### config.mk
export PLATFORM = sky130hd
export DESIGN_NAME = sram_64x4_req_ctrl
export DESIGN_NICKNAME = d
export VERILOG_FILES = /design/src/rtl/sram_ctrl_pkg.sv /design/src/rtl/sram_rsp_fifo.sv /design/src/rtl/sram_64x4_req_ctrl.sv
export SDC_FILE = /design/constraint.sdc
export NUM_CORES = 1
export LEC_CHECK = 0
export CAP_MARGIN = 40
export CORE_MARGIN = 5
export CORE_UTILIZATION = 49
export DETAILED_ROUTE_END_ITERATION = 10
export GPL_TIMING_DRIVEN = 0
export HOLD_SLACK_MARGIN = 0.06
export PLACE_DENSITY = 0.85
export SETUP_SLACK_MARGIN = 0.3
export SLEW_MARGIN = 10
export SYNTH_ARGS = -nofsm -noshare
export SYNTH_HDL_FRONTEND = slang
export SYNTH_HIERARCHICAL = 1
export SYNTH_SLANG_ARGS = --single-unit
### constraint.sdc
create_clock -name clk -period 2.35 [get_ports clk]
set_clock_uncertainty 0.05 [all_clocks]
set_input_delay 0.3525 -clock clk [delete_from_list [all_inputs] [get_ports clk]]
set_output_delay 0.3525 -clock clk [all_outputs]
set_load 0.03 [all_outputs]
### src/rtl/sram_ctrl_pkg.sv
// Shared types and defaults for the 64x4 SRAM request controller.
package sram_ctrl_pkg;

  localparam int SRAM_ADDR_WIDTH  = 6;
  localparam int SRAM_DATA_WIDTH  = 4;
  localparam int SRAM_WMASK_WIDTH = 2;
  localparam int SRAM_DEPTH       = 1 << SRAM_ADDR_WIDTH;

  // Controller phases: one boot cycle, optional array clear, then normal traffic.
  typedef enum logic [1:0] {
    ST_BOOT  = 2'd0,
    ST_CLEAR = 2'd1,
    ST_RUN   = 2'd2
  } state_e;

endpackage

### src/rtl/sram_rsp_fifo.sv
// Small synchronous response FIFO with asynchronous reset. Head data is
// always driven from storage, so an empty FIFO shows the last head (never X).
module sram_rsp_fifo #(
  parameter int DATA_WIDTH = 4,
  parameter int RSP_DEPTH  = 2,
  localparam int CW = $clog2(RSP_DEPTH + 1),
  localparam int PW = (RSP_DEPTH > 1) ? $clog2(RSP_DEPTH) : 1
) (
  input  logic                  clk,
  input  logic                  rst,
  input  logic                  push_i,
  input  logic [DATA_WIDTH-1:0] push_data_i,
  input  logic                  pop_i,
  output logic [DATA_WIDTH-1:0] pop_data_o,
  output logic [CW-1:0]         count_o,
  output logic                  full_o,
  output logic                  empty_o
);

  logic [DATA_WIDTH-1:0] mem_q [RSP_DEPTH];
  logic [PW-1:0]         wr_ptr_q, rd_ptr_q;
  logic [CW-1:0]         count_q;
  logic                  do_push, do_pop;

  function automatic logic [PW-1:0] next_ptr(input logic [PW-1:0] p);
    return (p == PW'(RSP_DEPTH - 1)) ? '0 : p + 1'b1;
  endfunction

  assign full_o     = (count_q == CW'(RSP_DEPTH));
  assign empty_o    = (count_q == '0);
  assign count_o    = count_q;
  assign pop_data_o = mem_q[rd_ptr_q];
  assign do_push    = push_i & ~full_o;
  assign do_pop     = pop_i & ~empty_o;

  // Storage, pointers and occupancy; simultaneous push+pop leaves count unchanged.
  always_ff @(posedge clk or posedge rst) begin
    if (rst) begin
      for (int i = 0; i < RSP_DEPTH; i++) mem_q[i] <= '0;
      wr_ptr_q <= '0;
      rd_ptr_q <= '0;
      count_q  <= '0;
    end else begin
      if (do_push) begin
        mem_q[wr_ptr_q] <= push_data_i;
        wr_ptr_q        <= next_ptr(wr_ptr_q);
      end
      if (do_pop) rd_ptr_q <= next_ptr(rd_ptr_q);
      case ({do_push, do_pop})
        2'b10:   count_q <= count_q + 1'b1;
        2'b01:   count_q <= count_q - 1'b1;
        default: count_q <= count_q;
      endcase
    end
  end

endmodule

### src/rtl/sram_64x4_req_ctrl.sv
// Request front-end for the 64x4 SRAM macro: optional post-reset clear,
// combinational pin drive from accepted requests, and a credit-limited
// response FIFO so read data is never dropped.
module sram_64x4_req_ctrl
  import sram_ctrl_pkg::*;
#(
  parameter int ADDR_WIDTH  = SRAM_ADDR_WIDTH,
  parameter int DATA_WIDTH  = SRAM_DATA_WIDTH,
  parameter int WMASK_WIDTH = SRAM_WMASK_WIDTH,
  parameter int RSP_DEPTH   = 2,
  parameter bit INIT_CLEAR  = 1'b1
) (
  input  logic                   clk,
  input  logic                   rst,
  input  logic                   req_valid,
  output logic                   req_ready,
  input  logic                   req_we,
  input  logic [WMASK_WIDTH-1:0] req_wmask,
  input  logic [ADDR_WIDTH-1:0]  req_addr,
  input  logic [DATA_WIDTH-1:0]  req_din,
  output logic                   rsp_valid,
  input  logic                   rsp_ready,
  output logic [DATA_WIDTH-1:0]  rsp_data,
  output logic                   sram_we,
  output logic [WMASK_WIDTH-1:0] sram_wmask,
  output logic [ADDR_WIDTH-1:0]  sram_addr,
  output logic [DATA_WIDTH-1:0]  sram_din,
  input  logic [DATA_WIDTH-1:0]  sram_dout,
  output logic                   init_done
);

  localparam int CW = $clog2(RSP_DEPTH + 1);
  localparam logic [CW:0] CREDITS = (CW + 1)'(RSP_DEPTH);

  state_e               state_q, state_d;
  logic [ADDR_WIDTH:0]  clr_addr_q, clr_addr_d;
  logic                 rd_pend_q, rd_pend_d;
  logic [CW-1:0]        fifo_count;
  logic                 fifo_full, fifo_empty;
  logic [CW:0]          slots_used;
  logic                 fire;

  // A pending read already owns a FIFO slot, so it counts against the credit.
  assign slots_used = {1'b0, fifo_count} + {{CW{1'b0}}, rd_pend_q};
  assign fire       = req_valid & req_ready;
  assign rsp_valid  = ~fifo_empty;

  // State, clear pointer and read-pending flag.
  always_ff @(posedge clk or posedge rst) begin
    if (rst) begin
      state_q    <= ST_BOOT;
      clr_addr_q <= '0;
      rd_pend_q  <= 1'b0;
    end else begin
      state_q    <= state_d;
      clr_addr_q <= clr_addr_d;
      rd_pend_q  <= rd_pend_d;
    end
  end

  // Next state and macro pin drive; the clear ends when the pointer MSB sets.
  always_comb begin
    state_d    = state_q;
    clr_addr_d = clr_addr_q;
    rd_pend_d  = 1'b0;
    req_ready  = 1'b0;
    sram_we    = 1'b0;
    sram_wmask = '0;
    sram_addr  = '0;
    sram_din   = '0;
    init_done  = 1'b0;
    case (state_q)
      ST_BOOT: begin
        state_d = INIT_CLEAR ? ST_CLEAR : ST_RUN;
      end
      ST_CLEAR: begin
        sram_we    = 1'b1;
        sram_wmask = '1;
        sram_addr  = clr_addr_q[ADDR_WIDTH-1:0];
        clr_addr_d = clr_addr_q + 1'b1;
        if (clr_addr_d[ADDR_WIDTH]) state_d = ST_RUN;
      end
      ST_RUN: begin
        init_done  = 1'b1;
        req_ready  = ~fifo_full && (slots_used < CREDITS);
        sram_addr  = req_addr;
        sram_din   = req_din;
        sram_we    = req_valid & req_ready & req_we;
        sram_wmask = (req_valid & req_ready) ? req_wmask : '0;
        rd_pend_d  = req_valid & req_ready & ~req_we;
      end
      default: begin
        state_d = ST_BOOT;
      end
    endcase
  end

  sram_rsp_fifo #(
    .DATA_WIDTH (DATA_WIDTH),
    .RSP_DEPTH  (RSP_DEPTH)
  ) u_rsp_fifo (
    .clk         (clk),
    .rst         (rst),
    .push_i      (rd_pend_q),
    .push_data_i (sram_dout),
    .pop_i       (rsp_ready),
    .pop_data_o  (rsp_data),
    .count_o     (fifo_count),
    .full_o      (fifo_full),
    .empty_o     (fifo_empty)
  );

  // fire is only meaningful in RUN; kept as a named net for waveform readability.
  logic unused_fire;
  assign unused_fire = fire;

endmodule
**Word-level counts from Yosys, hierarchy flattened**

Cells that the tools add are included.

- Bits in registers: 22
- Bits in latches: 0
- Memory bits (writable): 0
- Memory bits (read-only): 0
- Output and inout bits: 20
- Memories kept: 0

- Add/sub/neg operators: 6
- Multiply operators: 0
- Divide/modulo/power cells: 0
- $lt $le $gt $ge: 4
- Equality and inequality tests: 6
- Shift operators: 0
- Mux-type cells: 19
- Bitwise gates (word level): 11
- Reduce and logical (&&, ||, !) cells: 6

Operators with widths:

| kind | number |
|---|---|
| 2-to-1 mux 4 bit | 5 |
| case mux 6 bit (2 select lines) | 1 |
| bitwise mux 8 bit | 1 |
| case mux 2 bit (2 select lines) | 2 |
| adder 7 x 1 -> 7 bit, second input constant | 1 |
| == test 2 bit, second input constant | 3 |
| case mux 2 bit (3 select lines) | 1 |
| AND 1 bit | 5 |
| 2-to-1 mux 1 bit | 5 |
| demux 4 bit (select 1 bit) | 1 |
| == test 2 x 1 -> 1 bit, second input constant | 2 |
| greater-or-equal comparator 2 bit, second input constant | 2 |
| logical NOT 2 bit | 2 |
| 2-to-1 mux 2 bit | 2 |
| NOT 1 bit | 4 |
| NOT 1 -> 2 bit | 2 |
| adder 2 x 1 -> 3 bit | 1 |
| less-than comparator 3 x 2 -> 1 bit, second input constant | 1 |
| adder 1 bit, second input constant | 2 |
| adder 2 x 1 -> 2 bit, second input constant | 1 |
| logical AND 1 bit | 2 |
| less-than comparator 2 x 1 -> 1 bit, second input constant | 1 |
| inequality test 2 bit, second input constant | 1 |
| case mux 1 bit (2 select lines) | 1 |
| other kinds (3) | 3 |

**Logic depth before layout (Yosys ltp)**

Gate-level depths: netlist of the first run.

- Word-level depth: 6
- Gate-level depth with buffers: 6
- Gate-level depth less buffers: 6

**Modules after synthesis**

The synthesis of the first run kept the hierarchy.

By module, submodules not included:

| module | times used | cells each | area an instance (um^2) |
|---|---|---|---|
| sram_64x4_req_ctrl | 1 | 70 | 676.9 |
| sram_rsp_fifo | 1 | 40 | 575.6 |

**Worst setup path after synthesis of the first run**

No wires, ideal clock.

- Kind: register to output
- From: reg state_q[0]
- To: out sram_addr[5]
- Arrival time: 1693 ps
- Required time: 1947 ps
- Setup slack: 255 ps
- Stages on the path, launching flop included: 6
- Path buffers: 1
- Cells stage by stage: dfrtp_1 inv_1 ha_1 clkbuf_1 a22oi_1 nor2b_1

- Word-level cells in the longest chain between the ends: 2

Ends and longest elaborated chain:

| element | RTL line | RTL |
|---|---|---|
| start: declaration | sram_64x4_req_ctrl.sv:35 | `state_e state_q, state_d;` |
| start signal: assignment | sram_64x4_req_ctrl.sv:55 | `state_q <= state_d;` |
| == test 2 bit or == test 2 x 1 -> 1 bit (tied branches) | sram_64x4_req_ctrl.sv:72 | `case (state_q)` |
| case mux 6 bit (2 select lines) * | sram_64x4_req_ctrl.sv:72 |  |
| end: declaration | sram_64x4_req_ctrl.sv:26 | `output logic [ADDR_WIDTH-1:0] sram_addr,` |

Mark *: on every way between the ends. The rest lies on a longest branch, timed or not.

**Final worst setup path of the first run**

- From: reg state_q[1]
- To: out sram_addr[3]

Same word-level chain as after synthesis.

==> results.ini, run 1 <==
[global_routing]
grt.total_usage_pct = 18.4
gr-total-overflow = 0
grt_pass1_wl_mm = 5.06
grt_max_degree = 13
grt_pass1_vias = 1111
antenna_found_initial = 0

[critical_path]
slowest_stage = dfrtp_1
reg2reg_slack_ps = 560
worst-setup-path-type = reg2out
worstPathRequired_ps = 1950
crit_family = buffers and inverters
critPathCaptureType = output pin
critPathArrivalTime_ps = 1650
reg2reg_depth = 6
cpPeakStageDelay_ps = 400
crit_buf_inv = 4
critPathMaxFanout = 10
rr_startpoint = state_q[1]
crit_path_cell_trace = inv_1, ha_2, clkbuf_8, buf_8, a22oi_1, nor2b_1, buf_4
timing.rr.end = state_q[1]
cp-start-kind = register

[sta]
final_max_slew_viol_count = 0
fmax_ghz = 0.488
setup_ws_ps = 302
worst_pin_slew_ps = 467
setup_viol = 0
period_minus_slack_ps = 2050
rsz0062_at_grt = true
slew-limit-headroom_pct = 68.8
timing.final.crit_share_pct = 87.2
hold_violations = 0

[power_and_ir_drop]
power_density_nw_per_um2 = 579
leakage_nw = 0.848
ir_drop_v = 0.000412

[die]
dieArea_um2 = 3670
fp.coreArea_um2 = 2450
die_w_um = 60.6
row_count = 18
die_height_um = 60.6
ios = 41
start_util_pct = 51.0

[logic_synthesis]
synthMuxAreaShare_pct = 14.7
ys.flop_type = dfrtp_1
synthSimpleGateAreaFrac_pct = 16.2
postSynthCellCount = 110
yosys.area.top_type_share_pct = 44.0
synthTopCellsByCount = dfrtp_1 (22), nor2b_1 (11), mux2_2 (9), inv_1 (8), xnor2_1 (7)
synth-seq-area-share_pct = 44.0
synth_edf_count = 0
yosysMostFrequentCell = dfrtp_1
async_reset_ff_share_pct = 100
synth_nets = 137
synthesis.area_um2 = 1250
synth_compound_gate_area_share_pct = 7.09
synth-xor-area-share_pct = 7.69
synth-seq-cells = 22
synth_area_leaders = dfrtp_1 (44%), mux2_2 (8.1%), ha_1 (6.0%)
synth_top_family_by_area = simple AND/OR/NAND/NOR gates
syn_area_per_cell_um2 = 11.4
synthDistinctLibCells = 28
yosysTopAreaCell = dfrtp_1
synth_warnings = 6
yosys.area_share.adder_pct = 5.99

[placement]
io_buffers = 40
place.gp.congestion = 0.817
dp_hpwl_mm = 2.40
pre_cts_ws_ps = -108

[finish]
diodes = 0
multiInputGateArea_um2 = 709
area_delta_synth_final_pct = 46.4
drive_gt1_share_pct = 40.6
n_fill_cell = 188
final_nets = 188
ff_latch_area_um2 = 553
utilization_pct = 74.7

[clock_tree]
root_buffer = clkbuf_4
clock_path_buffers = 2
insertion_delay_ps = 300
cts.sink_count = 22
cts_hold_buf = 0
cts-buffers-inserted = 3
clk_pin_slew_ps = 120
cts_tree = yes
htreeDepth = 1

[routing]
wl_met1_mm = 1.19
vias_per_cell = 5.26
drt-initial-drc-count = 23
antenna_left = 0
dr.max_layer_used = met4
wl_met2_mm = 1.67
first_pass_iters = 3
drcViolationCount = 0
wl_met3_um = 185
vias = 999
avgRoutedWirePerCell_um = 16.2
wl_mm = 3.09

[run_status]
status = completed

[worst_hold_path]
hp-class = in2async

[flow_run]
cap_violations = 0

[cell type report]
cell class / count / area share (%)
multi-input combinational: 76 / 38.7
sequential: 22 / 30.2
timing repair buffer: 46 / 22.9
buffer: 4 / 2.59
tap: 30 / 2.05
clock buffer: 4 / 1.98
inverter: 8 / 1.64
[state kept, by name, summed over array words and instances, names as in the netlist]
name,cells
state_q,2
u_rsp_fifo/mem_q,8
u_rsp_fifo/rd_ptr_q,1
u_rsp_fifo/count_o,2
clr_addr_q,7
u_rsp_fifo/wr_ptr_q,1
rd_pend_q,1
[placed cells by master (no fill, tap or decap), types with 2 or more instances in the layout]
master,netlist,routed
nor2_1,5,4
and2_1,4,4
dlygate4sd2_1,0,5
dfrtp_1,22,20
inv_1,8,7
clkdlybuf4s50_1,0,20
xor2_1,4,4
xnor2_1,7,7
mux2_2,9,9
nor2b_2,0,8
dfrtp_2,0,2
nor2b_1,11,3
buf_4,0,10
nand4_1,2,2
buf_6,1,7
mux2_1,2,2
a22oi_2,0,2
a22oi_1,6,4
nand2_1,4,4
buf_2,1,4
mux2_4,4,4
clkbuf_8,0,2
clkbuf_4,0,4
ha_1,6,4
a21oi_2,0,2
[cell families (layout without fill, tap and decap cells)]
family	count (synthesis)	count (layout)
mux	15	15
flops	22	22
xor+xnor	11	11
buf+inv	12	62
simple gates	33	33
fa+ha+maj	6	6
compound gates	11	11
[through the flow]
stage               hold WS (ps)  area (um2)  power, W  instances  TNS, ps
finish                       294        1830   0.00106        190        0
floorplan                    143        1270  0.000649        110        0
global route                 353        1830   0.00111        190        0
global placement             426        1710  0.000759        180    -43.6
CTS                          298        1800   0.00104        189        0
detailed placement           433        1710  0.000781        180     -547
[how the worst max path moves through the flow]
stage | cells after the start | start | slack (ps) | to
after global routing | 6 | state_q[1] | 230 | sram_addr[2]
after detailed placement | 6 | state_q[0] | -110 | sram_addr[5]
final | 7 | state_q[1] | 300 | sram_addr[3]
after floorplan | 5 | state_q[0] | 390 | sram_addr[5]
after CTS | 6 | state_q[0] | 280 | sram_addr[5]
after global placement | 6 | state_q[0] | -30 | sram_addr[5]
[worst reg2reg max path, stage by stage, from the launching register on]
cell      delay, ps
dfrtp_1         400
inv_1           100
ha_2            180
clkbuf_8        150
nand3_1         100
o311ai_2        340
mux2_1          360
[timing repair]
action	in CTS	in global routing
resized for setup	99	15
buffers inserted	5	1
pin swaps	2	2
setup endpoints to repair	19	12
[report_power, final]
group	total [W]	switching (W)	internal (W)
Combinational	0.000398	0.000186	0.000212
Clock	0.000210	0.000116	0.0000945
Sequential	0.000454	0.0000398	0.000414
Total	0.00106	0.000342	0.000720
[per-layer routing]
metal,vias to the layer above,GRT usage (%)
met5,-,0
met4,0,3.41
met3,4,3.83
met2,31,35.0
met1,495,21.5
li1,469,-
Power figures use the tool's default switching activity.
==> inputs of run 2 (changes only) <==
--- a/config.mk
+++ b/config.mk
@@ -12,6 +12,7 @@
 export GPL_TIMING_DRIVEN = 0
 export HOLD_SLACK_MARGIN = 0.06
 export PLACE_DENSITY = 0.85
+export RECOVER_POWER = 100
 export SETUP_SLACK_MARGIN = 0.3
 export SLEW_MARGIN = 10
 export SYNTH_ARGS = -nofsm -noshare
==> results.ini, run 2 (synthesis gave the netlist of run 1 again) <==
[power_and_ir_drop]
power_density_nw_per_um2 = 584
leakage_nw = 0.800
finalPower_w = 0.00102
ir_drop_v = 0.000386

[clock_tree]
cts.sink_count = 22
cts_tree = yes
root_buffer = clkbuf_4
clock_path_buffers = 2
cts_hold_buf = 0
insertion_delay_ps = 300
clk_pin_slew_ps = 120
cts-buffers-inserted = 3
htreeDepth = 1

[finish]
final_nets = 188
multiInputGateArea_um2 = 676
layout_commonest_cell = dfrtp_1
reg_top3 = u_rsp_fifo/mem_q (8), clr_addr_q (7)
n_fill_cell = 205
layout_common_cells = dfrtp_1 (21), clkdlybuf4s50_1 (19), mux2_2 (9), inv_1 (8), clkbuf_1 (8)
drive_gt1_share_pct = 30.0
max_flop_register = u_rsp_fifo/mem_q
area_delta_synth_final_pct = 39.7
utilization_pct = 71.3
ff_latch_area_um2 = 552
diodes = 0
largest_reg_flops = 8

[routing]
antenna_left = 0
first_pass_iters = 4
vias_per_cell = 5.29
wl_mm = 3.05
avgRoutedWirePerCell_um = 16.0
drt-initial-drc-count = 23
vias = 1005
drcViolationCount = 0

[global_routing]
gr-total-overflow = 0
grt.total_usage_pct = 18.4
antenna_found_initial = 0
grt_max_degree = 13
grt_pass1_vias = 1111
grt_pass1_wl_mm = 5.06

[critical_path]
critPathCaptureType = output pin
worstPathRequired_ps = 1950
critPathMaxFanout = 10
reg2reg_slack_ps = 310
cp-start-kind = register
worst-setup-path-type = reg2out
cpPeakStageDelay_ps = 430
crit_path_cell_trace = inv_1, ha_4, clkbuf_4, and2_1, clkbuf_1
slowest_stage = dfrtp_1
critPathArrivalTime_ps = 1710

[sta]
final_max_slew_viol_count = 0
fmax_ghz = 0.474
setup_ws_ps = 238
rsz0062_at_grt = true
period_minus_slack_ps = 2110
setup_viol = 0
worst_pin_slew_ps = 678
timing.final.crit_share_pct = 89.9
hold_violations = 0
slew-limit-headroom_pct = 54.2

[placement]
io_buffers = 40
place.gp.congestion = 0.817
dp_hpwl_mm = 2.40
pre_cts_ws_ps = -108

[flow_run]
cap_violations = 0

[die]
fp.coreArea_um2 = 2450
dieArea_um2 = 3670
ios = 41
die_height_um = 60.6
row_count = 18
die_w_um = 60.6
start_util_pct = 51.0

[run_status]
status = completed

[worst_hold_path]
hp-class = in2async

==> run 2: final timing paths <==
path                                     startpoint                    end  cells past startpoint
min in group clk                u_rsp_fifo/wr_ptr_q    u_rsp_fifo/wr_ptr_q                      1
max in group asynchronous                       rst  u_rsp_fifo/count_o[1]                      2
worst min register to register  u_rsp_fifo/wr_ptr_q    u_rsp_fifo/wr_ptr_q                      1
worst max-delay path                     state_q[0]            sram_din[0]                      5
worst min-delay path                            rst          clr_addr_q[2]                      2
worst max register to register           state_q[1]             state_q[1]                      6
==> run 2: worst max-delay path, delay by kind of cell (launching register included) <==
family | cells | cell delay, ps
adders and majority gates | 1 | 180
DFF | 1 | 430
and+or+nand+nor | 1 | 140
buffers and inverters | 3 | 650
==> run 2: routing by layer <==
layer	global-route usage, %	wire length (um)
met5	0	0
met4	3.41	15
met3	3.83	167
met2	35.0	1690
met1	21.5	1170
==> run 2: stage by stage <==
step                      setup TNS (ps)  area (um2)  hold WS [ps]  instances
after floorplan                        0        1270           143        110
after global placement             -43.6        1710           426        180
after detailed placement            -547        1710           433        180
after CTS                              0        1800           298        189
after global routing                   0        1750           481        190
final                                  0        1750           429        190
==> run 2: cell type report <==
cell class / instances / share of cell area, %
Buffer: 4 / 2.29
Clock buffer: 4 / 2.07
Inverter: 8 / 1.72
Multi-Input combinational cell: 76 / 38.6
Sequential cell: 22 / 31.5
Tap cell: 30 / 2.15
Timing Repair Buffer: 46 / 21.6
==> run 2: power breakdown <==
part | total (W) | switching [W] | internal, W
Combinational | 0.000365 | 0.000188 | 0.000177
Sequential | 0.000447 | 0.0000346 | 0.000412
Clock | 0.000209 | 0.000114 | 0.0000945
==> run 2: repair_timing <==
item                       4_1_cts  5_1_grt
setup endpoints to repair       19       12
buffers inserted                 5        1
resized for setup               99       15
pin swaps                        2        2
gates cloned                     0        0
==> RTL change (flow settings as in run 1) <==
`RSP_DEPTH` is set to 2 in 2 places; all go to 1.
--- a/src/rtl/sram_rsp_fifo.sv
+++ b/src/rtl/sram_rsp_fifo.sv
@@ -3,5 +3,5 @@
 module sram_rsp_fifo #(
   parameter int DATA_WIDTH = 4,
-  parameter int RSP_DEPTH  = 2,
+  parameter int RSP_DEPTH  = 1,
   localparam int CW = $clog2(RSP_DEPTH + 1),
   localparam int PW = (RSP_DEPTH > 1) ? $clog2(RSP_DEPTH) : 1
--- a/src/rtl/sram_64x4_req_ctrl.sv
+++ b/src/rtl/sram_64x4_req_ctrl.sv
@@ -8,5 +8,5 @@
   parameter int DATA_WIDTH  = SRAM_DATA_WIDTH,
   parameter int WMASK_WIDTH = SRAM_WMASK_WIDTH,
-  parameter int RSP_DEPTH   = 2,
+  parameter int RSP_DEPTH   = 1,
   parameter bit INIT_CLEAR  = 1'b1
 ) (
Check against the original RTL: no difference found for any inputs over 10 cycles, from zero or initial values and one cycle with rst high; that may be too few to reach the edited logic, so the function may still have changed.
==> RTL change against run 1 <==
- non-clock buffer count is 1 lower
- worst setup slack got worse by 0.078 ns
- synthesized area fell by 28%
- synthesized cell count shrank 25%
- sequential power shrank 43%
- power fell by 58%
- worst hold slack got worse by 0.050 ns
- wire length fell by 23%
- sequential cell count shrank 7
- final area down 19%
- final cell count decreased by 18%
- highest routed layer unchanged
- fmax fell by 3.7%
- sequential share of layout area shrank 4.8 points
==> RTL change: results (changes against run 1) <==
Reg2Reg Launch Point state_q[0]$_DFFE_PP0P_ (was state_q[1]$_DFFE_PP0P_); nets 157 (was 188); Antenna Nets Post-Route 0 (unchanged); DP Wirelength 1840 µm (was 2400 µm); routability congestion estimate from global placement 0.693 (was 0.817); synth unique cells 24 (was 28); global-route wire length before repair 3940 µm (was 5060 µm); CP Max Fanout 4 (was 10); synth top area cells dfrtp_1 (42%), mux2_4 (10%), ha_1 (7.0%) (was dfrtp_1 (44%), mux2_2 (8.1%), ha_1 (6.0%)); Critical Path Source u_rsp_fifo/count_o$_DFFE_PP0P_ (was state_q[1]$_DFFE_PP0P_); router iterations before antenna repair 4 (was 3); gr usage total 19.5% (was 18.4%); Critical Path End sram_we (was sram_addr[3]); largest net degree at the start of global routing 11 (was 13); sequential logic power 258 µW (was 454 µW); Leak Pwr 0.736 nW (was 0.848 nW); P_int 353 µW (was 720 µW); via density per instance 4.96 (was 5.26); Crit path max-delay family simple AND/OR/NAND/NOR gates (was buffers and inverters); Worst-Skew Late Latency 0.28 ns (was 0.30 ns); status finished clean (unchanged); Seq/Total Area, Yosys 41.8% (was 44.0%); vias in the first global route 875 (was 1111); root buffer cell clkbuf_4 (unchanged); Slew HR 73.9% (was 68.8%); DR iter-0 viols 8 (was 23); R2R cell count 5 (was 6); most frequent cells after synthesis dfrtp_1 (15), nor2b_1 (10), inv_1 (7) (was dfrtp_1 (22), nor2b_1 (11), mux2_2 (9)); Largest regs clr_addr_q: 7 flops, u_rsp_fifo/mem_q: 4 flops, state_q: 2 flops (was u_rsp_fifo/mem_q: 8 flops, clr_addr_q: 7 flops); Hold WS 0.244 ns (was 0.294 ns); Max stage delay on crit path 0.47 ns (was 0.40 ns); R2R Setup Slk 0.54 ns (was 0.56 ns); worst r2r dst state_q[0]$_DFFE_PP0P_ (was state_q[1]$_DFFE_PP0P_)
==> RTL change: cell types whose count changed after synthesis, sizes merged, moves of 2 or more <==
cell   before  now
nand2       4    2
nor2        5    1
mux2       15    7
xor2        4    2
xnor2       7    4
dfrtp      22   15
nand3       2    0
==> RTL change: area by class of cell <==
class,count,area [µm²]
repair buffers,44,418
plain buffers,5,52.6
well taps,25,31.3
fillers,103,249
multi-input cells,55,548
flip-flops and latches,15,375
inverters,7,26.3
clock buffers,4,26.3
==> RTL change: per-layer routing <==
layer | track usage, % | vias to the layer above | part of all wire [%]
met5 | 0 | - | 0
met4 | 7.23 | 0 | 1.3
met3 | 3.99 | 5 | 3.2
met2 | 34.1 | 17 | 52
met1 | 23.0 | 373 | 43
li1 | - | 374 | -
==> RTL change: worst register-to-register path, delay by kind of cell, from the launching register on <==
family          cells  cell delay [ns]
buf+inv             1             0.16
fa+ha+maj           1             0.21
flops               1             0.42
simple gates        1             0.18
compound gates      1             0.37
mux                 1             0.31
==> RTL change: per-stage QoR <==
stage                     setup WS, ns  std cells  instance area (µm²)  total power [mW]
final                            0.224        155                 1480             0.443
after global routing             0.113        155                 1480             0.456
after CTS                        0.214        154                 1490             0.443
after detailed placement        -0.353        147                 1400             0.303
after global placement          -0.247        147                 1400             0.302
after floorplan                  0.240         82                  967             0.267
==> RTL change: repair_timing <==
item / 4_1_cts / 5_1_grt
pin swaps: 2 / 2
setup endpoints to repair: 14 / 16
gates resized for setup: 65 / 11
setup buffers: 3 / 1
==> RTL change: kinds of logic after synthesis <==
kind of cell    after synthesis  share of synthesized area (%)
simple gates                 25                           18.5
flops                        15                           41.8
compound gates               12                           9.61
buf+inv                      12                           5.99
mux                           7                           11.3
xor+xnor                      6                           5.85
fa+ha+maj                     5                           6.96
